==> src/rtl/vote_result_display.sv <==
// Election result stage: snapshots four vote totals, finds the winner sequentially,
// converts the winning count to BCD and scans it onto a 4-digit seven-segment display.
module vote_result_display #(
  parameter int REFRESH_DIV = 50000
) (
  input  logic       clock,
  input  logic       reset,
  input  logic       mode,
  input  logic       show,
  input  logic [7:0] cand1_vote,
  input  logic [7:0] cand2_vote,
  input  logic [7:0] cand3_vote,
  input  logic [7:0] cand4_vote,
  output logic [6:0] seg,
  output logic [3:0] an,
  output logic       busy,
  output logic       done,
  output logic       tie
);

  localparam int CNT_W = (REFRESH_DIV > 2) ? $clog2(REFRESH_DIV) : 1;
  localparam logic [CNT_W-1:0] CNT_LAST = CNT_W'(REFRESH_DIV - 1);
  localparam logic [6:0] SEG_BLANK = 7'h7F;

  typedef enum logic [1:0] {IDLE, COMPARE, CONVERT, DISPLAY} state_t;

  state_t           state, state_nx;
  logic             accept;
  logic [1:0]       idx_p0;
  logic [2:0]       conv_cnt_p1;
  logic             tie_r;
  logic [7:0]       snap_p0 [4];
  logic [7:0]       max_p0;
  logic [2:0]       winner_p0;
  logic [9:0]       bcd_p1;
  logic [CNT_W-1:0] ref_cnt_p2;
  logic [1:0]       sel_p2;
  logic [3:0]       digit_val;
  logic             digit_blank;

  function automatic logic [9:0] bcd_adjust(input logic [9:0] b);
    logic [9:0] r;
    r = b;
    if (r[3:0] >= 4'd5) r[3:0] = r[3:0] + 4'd3;
    if (r[7:4] >= 4'd5) r[7:4] = r[7:4] + 4'd3;
    return r;
  endfunction

  function automatic logic [6:0] seg_code(input logic [3:0] d);
    case (d)
      4'd0:    return 7'h40;
      4'd1:    return 7'h79;
      4'd2:    return 7'h24;
      4'd3:    return 7'h30;
      4'd4:    return 7'h19;
      4'd5:    return 7'h12;
      4'd6:    return 7'h02;
      4'd7:    return 7'h78;
      4'd8:    return 7'h00;
      4'd9:    return 7'h10;
      default: return SEG_BLANK;
    endcase
  endfunction

  always_comb begin
    state_nx = state;
    accept   = 1'b0;
    case (state)
      IDLE, DISPLAY: if (show) begin
        accept   = 1'b1;
        state_nx = COMPARE;
      end
      COMPARE: if (idx_p0 == 2'd3) state_nx = CONVERT;
      CONVERT: if (conv_cnt_p1 == 3'd7) state_nx = DISPLAY;
      default: state_nx = IDLE;
    endcase
    // Dropping out of result mode overrides everything, including a new request.
    if (!mode) begin
      state_nx = IDLE;
      accept   = 1'b0;
    end
  end

  always_ff @(posedge clock or posedge reset) begin
    if (reset) state <= IDLE;
    else       state <= state_nx;
  end

  assign busy = (state == COMPARE) || (state == CONVERT);
  assign tie  = tie_r && (state == DISPLAY);

  // Stage p0: snapshot and sequential maximum search
  always_ff @(posedge clock) begin
    if (accept) begin
      snap_p0[0] <= cand1_vote;
      snap_p0[1] <= cand2_vote;
      snap_p0[2] <= cand3_vote;
      snap_p0[3] <= cand4_vote;
      max_p0     <= 8'd0;
      winner_p0  <= 3'd1;
      bcd_p1     <= 10'd0;
    end else if (state == COMPARE) begin
      if (snap_p0[idx_p0] > max_p0) begin
        max_p0    <= snap_p0[idx_p0];
        winner_p0 <= {1'b0, idx_p0} + 3'd1;
      end
    // Stage p1: double-dabble, max_p0 doubles as the binary shift source
    end else if (state == CONVERT) begin
      {bcd_p1, max_p0} <= {bcd_adjust(bcd_p1), max_p0} << 1;
    end
  end

  always_ff @(posedge clock or posedge reset) begin
    if (reset) begin
      idx_p0      <= 2'd0;
      conv_cnt_p1 <= 3'd0;
      tie_r       <= 1'b0;
      done        <= 1'b0;
    end else begin
      done <= (state == CONVERT) && (state_nx == DISPLAY);
      if (accept) begin
        idx_p0      <= 2'd0;
        conv_cnt_p1 <= 3'd0;
        tie_r       <= 1'b0;
      end else if (!mode) begin
        tie_r <= 1'b0;
      end else if (state == COMPARE) begin
        idx_p0 <= idx_p0 + 2'd1;
        if (snap_p0[idx_p0] > max_p0)       tie_r <= 1'b0;
        else if (snap_p0[idx_p0] == max_p0) tie_r <= 1'b1;
      end else if (state == CONVERT) begin
        conv_cnt_p1 <= conv_cnt_p1 + 3'd1;
      end
    end
  end

  // Stage p2: digit selection and multiplexed scan
  always_comb begin
    digit_val   = bcd_p1[3:0];
    digit_blank = 1'b0;
    case (sel_p2)
      2'd0: digit_val = bcd_p1[3:0];
      2'd1: begin
        digit_val   = bcd_p1[7:4];
        digit_blank = (bcd_p1[9:8] == 2'd0) && (bcd_p1[7:4] == 4'd0);
      end
      2'd2: begin
        digit_val   = {2'b00, bcd_p1[9:8]};
        digit_blank = (bcd_p1[9:8] == 2'd0);
      end
      default: digit_val = {1'b0, winner_p0};
    endcase
  end

  always_ff @(posedge clock or posedge reset) begin
    if (reset) begin
      ref_cnt_p2 <= '0;
      sel_p2     <= 2'd0;
      seg        <= SEG_BLANK;
      an         <= 4'hF;
    end else if ((state == DISPLAY) && (state_nx == DISPLAY)) begin
      seg <= digit_blank ? SEG_BLANK : seg_code(digit_val);
      an  <= ~(4'b0001 << sel_p2);
      if (ref_cnt_p2 == CNT_LAST) begin
        ref_cnt_p2 <= '0;
        sel_p2     <= sel_p2 + 2'd1;
      end else begin
        ref_cnt_p2 <= ref_cnt_p2 + 1'b1;
      end
    end else begin
      ref_cnt_p2 <= '0;
      sel_p2     <= 2'd0;
      seg        <= SEG_BLANK;
      an         <= 4'hF;
    end
  end

endmodule
==> config.mk <==
export PLATFORM = sky130hd
export DESIGN_NAME = vote_result_display
export DESIGN_NICKNAME = d
export VERILOG_FILES = /design/src/rtl/vote_result_display.sv
export SDC_FILE = /design/constraint.sdc
export NUM_CORES = 1
export LEC_CHECK = 0
export CORE_ASPECT_RATIO = 0.75
export CORE_UTILIZATION = 56
export DETAILED_ROUTE_END_ITERATION = 6
export GPL_TIMING_DRIVEN = 0
export PLACE_DENSITY = 0.9
export SETUP_SLACK_MARGIN = 0.15
export SLEW_MARGIN = 20
export SYNTH_ARGS = -nofsm -noshare
export SYNTH_HDL_FRONTEND = slang
export SYNTH_SLANG_ARGS = --single-unit
==> constraint.sdc <==
create_clock -name clock -period 3.5 [get_ports clock]
set_clock_uncertainty 0.2 [all_clocks]
set_input_delay 0.7 -clock clock [delete_from_list [all_inputs] [get_ports clock]]
set_output_delay 0.7 -clock clock [all_outputs]
set_load 0.1 [all_outputs]
==> flow_summary.toml, run 1 <==
[final_layout]
fin_area_um2 = 5280
fin_cells = 557
drive_above_1_share_pct = 11.2
nets = 516
fillers = 520
area_growth_pct = 18.9
antenna_cells = 0

[global_routing]
grt_pass1_vias = 3167
grt_pass1_wl_um = 14700
grt_overflow = 0
grt_max_degree = 39
grt_util_all_layers_pct = 22.9
antenna_found_initial = 0

[synthesis]
synth_top_cell_by_area = "edfxtp_1"
synth_edf_count = 32
async_flop_share_pct = 41.8
syn_avg_cell_area_um2 = 11.4
netlist_instances = 390
yosysWarnings = 0
synth_seq_cells = 91
syn-cell-area_um2 = 4440
synth_top_area_share_pct = 21.6
yosysUniqueCellTypes = 58
yosysSeqAreaShare_pct = 52.8
ys.flop_type = "edfxtp_1"
synth_nets = 455
synth_area_leaders = "edfxtp_1 22%, dfrtp_1 15%, dfxtp_1 9.5%"
synth_common_cells = "32 x edfxtp_1, 32 x nor2_1, 29 x ha_1, 27 x dfrtp_1, 27 x inv_1"

[route]
top_layer = "met4"
drtIter0Drc = 224
dr_wl_met3_um = 486
routed-wl-met2_um = 4340
vias = 3194
viasPerCell = 5.73
route.detailed.drc = 0
ant_nets = 0
wl_um = 8780
drt-met1-wl_um = 3850
wire_per_inst_um = 15.8
firstDrtPassIters = 4

[min_path]
min-delay-start = "winner_p0[2]"
hold_path_class = "register to register"
hold_end = "winner_p0[2]"
hold_depth = 2

[cts]
holdBufCountCts = 0
htreeDepth = 3
cts_tree = "yes"
cts-root-buf = "clkbuf_8"
clk_pin_slew_ns = 0.09
clockBufferDepth = 2
cts_num_sinks = 91
cts_buffers = 9
insertion_delay_ns = 0.37

[critical_path]
worstRegToRegCells = 9
cp_max_fo = 6
critPathArrivalTime_ns = 2.33
worstPathRequired_ns = 2.60
reg2reg_slack_ns = 0.31
crit_type = "register to output port"
r2r-start = "idx_p0[0]"
startpoint_type = "register"
cpMaxStageDelayCell = "clkdlybuf4s50_1"
r2r_end = "max_p0[1]"
critPathCaptureType = "output port"
path_cells = "ha_1 > and2_1 > clkdlybuf4s50_1"
max_stage_delay_ns = 1.13

[power]
p_leak_nw = 2.10
peakVddDrop_mv = 0.256
p_per_area_nw_per_um2 = 460

[die]
pin_count = 50
dieWidth_um = 105
rows = 27
start_util_pct = 59.3
core-area_um2 = 7500
dieArea_um2 = 8300
die_h_um = 79.2

[sta]
final.min_clock_period_ns = 3.23
finalHoldViolations = 0
period_share_pct = 92.2
setup_viol = 0
fmax_ghz = 0.310
slew-limit-headroom_pct = 35.6
worst_pin_slew_ns = 0.964
grt_setup_unrepaired = "no"
fin_tns_setup_ns = 0
drv_slew = 0

[placed_design]
port_buffers = 49
placedCellCount = 541
post_dp_cell_area_um2 = 5090
post-dp-hpwl_um = 6360
gp_congestion = 0.883

[status]
run_status = "complete, no violations"

[job]
maxCapViolations = 0
[critical path, delay by kind of cell, from the launching register on]
| kind | cells | cell delay (ns) |
|---|---|---|
| adder cells (fa/ha/maj) | 1 | 0.22 |
| buffers and inverters | 1 | 1.13 |
| flip-flops | 1 | 0.46 |
| AND/OR/NAND/NOR | 1 | 0.15 |
[kinds of logic (layout without fill, tap and decap cells)]
group / Yosys count / after routing / synth area share (%)
compound gates: 73 / 73 / 11.5
xor+xnor: 18 / 18 / 3.55
mux: 25 / 25 / 7.91
simple gates: 116 / 116 / 12.6
flops: 91 / 91 / 52.8
buf+inv: 38 / 104 / 3.41
fa+ha+maj: 29 / 29 / 8.16
[flip-flops by register name (all words and copies together) (netlist names), 2 cells and up]
name and flops:
conv_cnt_p1 3, ref_cnt_p2 16, idx_p0 2, sel_p2 2, state 2, an 4, max_p0 8, snap_p0 32
winner_p0 3, bcd_p1 10, seg 7
[repair_timing]
| item | in CTS | in global routing |
|---|---|---|
| resized for setup | 4 | 6 |
| buffers inserted | 0 | 0 |
| endpoints found under the setup margin | 8 | 7 |
[stage by stage]
step / hold WS (ns) / power (W) / utilization (%) / setup slack, ns
4_1_cts: 0.288 / 0.00243 / 70.3 / 0.129
6_report: 0.288 / 0.00243 / 70.5 / 0.274
5_1_grt: 0.325 / 0.00255 / 70.5 / 0.141
2_1_floorplan: 0.244 / 0.00161 / - / 0.467
3_5_place_dp: 0.275 / 0.00176 / 67.9 / -0.0804
3_3_place_gp: 0.260 / 0.00173 / 67.5 / -0.610
[placed cells by master (no fill, tap or decap), types with 7 or more instances in the layout]
cell type         n
nand3_1          16
xnor2_1          10
clkdlybuf4s50_1  48
dfxtp_1          21
mux4_2            8
nor2_1           32
dfstp_2          11
a41o_1            7
xor2_1            8
o21ai_0          15
mux2i_1          16
nor3_1            8
dfrtp_1          27
inv_1            26
edfxtp_1         32
clkbuf_8          9
nand2_1          26
ha_1             29
a21oi_1          21
[worst max path at each step]
stage / from / endpoint / slack [ns] / depth (start not counted)
2_1_floorplan: state[0] / snap_p0[0][0] / 0.47 / 5
3_3_place_gp: mode / snap_p0[0][7] / -0.61 / 4
3_5_place_dp: idx_p0[0] / max_p0[1] / -0.08 / 9
4_1_cts: idx_p0[1] / max_p0[1] / 0.13 / 9
5_1_grt: idx_p0[0] / max_p0[1] / 0.14 / 9
6_report: state[1] / tie / 0.27 / 3
[power by group]
group          switching, W  internal [W]  total [W]
clock              0.000398      0.000270   0.000668
sequential        0.0000429       0.00118    0.00122
combinational      0.000296      0.000244   0.000540
[final cells by class]
| type | count | area (um^2) | area share [%] |
|---|---|---|---|
| clock buffer | 9 | 124 | 2.34 |
| tap | 101 | 126 | 2.39 |
| timing repair buffer | 50 | 517 | 9.78 |
| buffer | 10 | 56.3 | 1.07 |
| clock inverter | 7 | 57.6 | 1.09 |
| multi-input combinational | 261 | 1950 | 36.9 |
| sequential | 91 | 2350 | 44.4 |
| inverter | 28 | 105 | 1.99 |
[per-layer routing]
metal | vias up | global-route usage [%]
met5 | - | 0
met4 | 0 | 8.31
met3 | 13 | 6.40
met2 | 103 | 38.9
met1 | 1553 | 28.3
li1 | 1525 | -
Note: power is estimated with default switching activity, not from simulation.
==> run 2: changes to the inputs <==
--- a/config.mk
+++ b/config.mk
@@ -6,9 +6,11 @@
 export NUM_CORES = 1
 export LEC_CHECK = 0
 export CORE_ASPECT_RATIO = 0.75
+export CORE_MARGIN = 2
 export CORE_UTILIZATION = 56
 export DETAILED_ROUTE_END_ITERATION = 6
 export GPL_TIMING_DRIVEN = 0
+export MAX_ROUTING_LAYER = met4
 export PLACE_DENSITY = 0.9
 export SETUP_SLACK_MARGIN = 0.15
 export SLEW_MARGIN = 20
==> flow_summary.toml, run 2 (synthesis results as in run 1) <==
[route]
ant_nets = 0
routed-wl-met2_um = 4360
route.detailed.drc = 0
dr_wl_met3_um = 514
top_layer = "met4"
firstDrtPassIters = 5
wl_um = 8900
vias = 3219
wire_per_inst_um = 15.9
drt-met1-wl_um = 3870
drtIter0Drc = 249
viasPerCell = 5.74

[cts]
htreeDepth = 3
cts_buffers = 9
cts-root-buf = "clkbuf_8"
insertion_delay_ns = 0.38
holdBufCountCts = 0
clk_pin_slew_ns = 0.09
cts_tree = "yes"
clockBufferDepth = 2
cts_setup_buffers = 0
cts_num_sinks = 91

[placed_design]
post-dp-hpwl_um = 6300
port_buffers = 49
gp_congestion = 0.897

[min_path]
hold_end = "ref_cnt_p2[0]"
min-delay-start = "ref_cnt_p2[0]"
hold_depth = 1
hold_path_class = "register to register"

[sta]
fmax_ghz = 0.309
period_share_pct = 92.6
final.min_clock_period_ns = 3.24
hold_ws_ns = 0.290
slew-limit-headroom_pct = 34.1
worst_pin_slew_ns = 0.992
setup_viol = 0
grt_setup_unrepaired = "no"
fin_tns_setup_ns = 0
finalHoldViolations = 0
drv_slew = 0

[final_layout]
reg_top3 = "snap_p0 (32), ref_cnt_p2 (16), bcd_p1 (10)"
antenna_cells = 0
postLayoutCoreUtil_pct = 68.7
multi_input_area_um2 = 1960
fillers = 546
most-common-layout-cells = "48 x clkdlybuf4s50_1, 32 x nor2_1, 32 x edfxtp_1"
largest_register_ffs = 32
drive_above_1_share_pct = 11.4
seq_area_um2 = 2350
largest-register = "snap_p0"
nets = 516
area_growth_pct = 20.2
final_common_cell = "clkdlybuf4s50_1"

[power]
p_leak_nw = 2.13
peakVddDrop_mv = 0.255
p_per_area_nw_per_um2 = 487

[global_routing]
grt_util_all_layers_pct = 23.1
grt_pass1_wl_um = 15000
grt_pass1_vias = 3211
grt_max_degree = 39
grt_overflow = 0
antenna_found_initial = 0

[die]
core-area_um2 = 7780
dieWidth_um = 107
rows = 28
die_h_um = 81.2
start_util_pct = 57.1
dieArea_um2 = 8670
pin_count = 50

[critical_path]
cp_max_fo = 6
path_cells = "ha_1 > and2_1 > clkdlybuf4s50_1"
critPathArrivalTime_ns = 2.34
startpoint_type = "register"
worstPathRequired_ns = 2.60
reg2reg_slack_ns = 0.32
crit_type = "register to output port"
max_stage_delay_ns = 1.13
worstRegToRegCells = 9
r2r-start = "idx_p0[0]"
critPathCaptureType = "output port"
r2r_end = "max_p0[5]"
cpMaxStageDelayCell = "clkdlybuf4s50_1"

[job]
maxCapViolations = 0

[status]
run_status = "complete, no violations"
run 2: final cells by class:
| type | instances | area share, % |
|---|---|---|
| inverter | 28 | 1.97 |
| sequential | 91 | 43.9 |
| multi-input combinational | 261 | 36.7 |
| buffer | 10 | 1.12 |
| timing repair buffer | 50 | 9.54 |
| tap | 105 | 2.46 |
| clock inverter | 7 | 1.99 |
| clock buffer | 9 | 2.32 |
run 2: what timing repair did:
item,in CTS,in global routing
resized for setup,5,6
hold endpoints to repair,0,0
setup endpoints to repair,8,7
gates cloned,0,0
run 2: worst max-delay path: cells and delay by family, from the launching register on:
kind                       cells  cell delay (ns)
and+or+nand+nor                1             0.16
buffers and inverters          1             1.13
adders and majority gates      1             0.21
DFF                            1             0.46
run 2: metrics by stage:
step           instances  cell area (um^2)  power [W]  setup slack [ns]
2_1_floorplan        390              4440    0.00161             0.467
3_3_place_gp         544              5070    0.00173            -0.608
3_5_place_dp         545              5090    0.00176           -0.0384
4_1_cts              561              5320    0.00259             0.199
5_1_grt              561              5340    0.00272             0.162
6_report             561              5340    0.00260             0.259
run 2: routing by layer:
metal / up-vias / global-route usage [%]
met5: - / -
li1: 1530 / -
met4: 0 / 8.18
met2: 122 / 37.8
met1: 1548 / 28.3
met3: 19 / 5.94
run 2: how the worst max path moves through the flow:
| stage | slack [ns] | cells past startpoint | start | endpoint |
|---|---|---|---|---|
| 2_1_floorplan | 0.47 | 5 | state[0] | snap_p0[0][0] |
| 6_report | 0.26 | 3 | state[1] | tie |
| 4_1_cts | 0.20 | 9 | idx_p0[0] | max_p0[1] |
| 3_5_place_dp | -0.04 | 9 | idx_p0[0] | max_p0[7] |
| 5_1_grt | 0.16 | 9 | idx_p0[0] | max_p0[5] |
| 3_3_place_gp | -0.61 | 4 | mode | snap_p0[2][7] |
run 2: report_power, final:
| group | leakage, nW | switching (W) | total, W | internal, W |
|---|---|---|---|---|
| combinational | 1.05 | 0.000303 | 0.000546 | 0.000243 |
| sequential | 0.960 | 0.0000478 | 0.00123 | 0.00118 |
| clock | 0.117 | 0.000408 | 0.000824 | 0.000416 |
| total | 2.13 | 0.000759 | 0.00260 | 0.00184 |
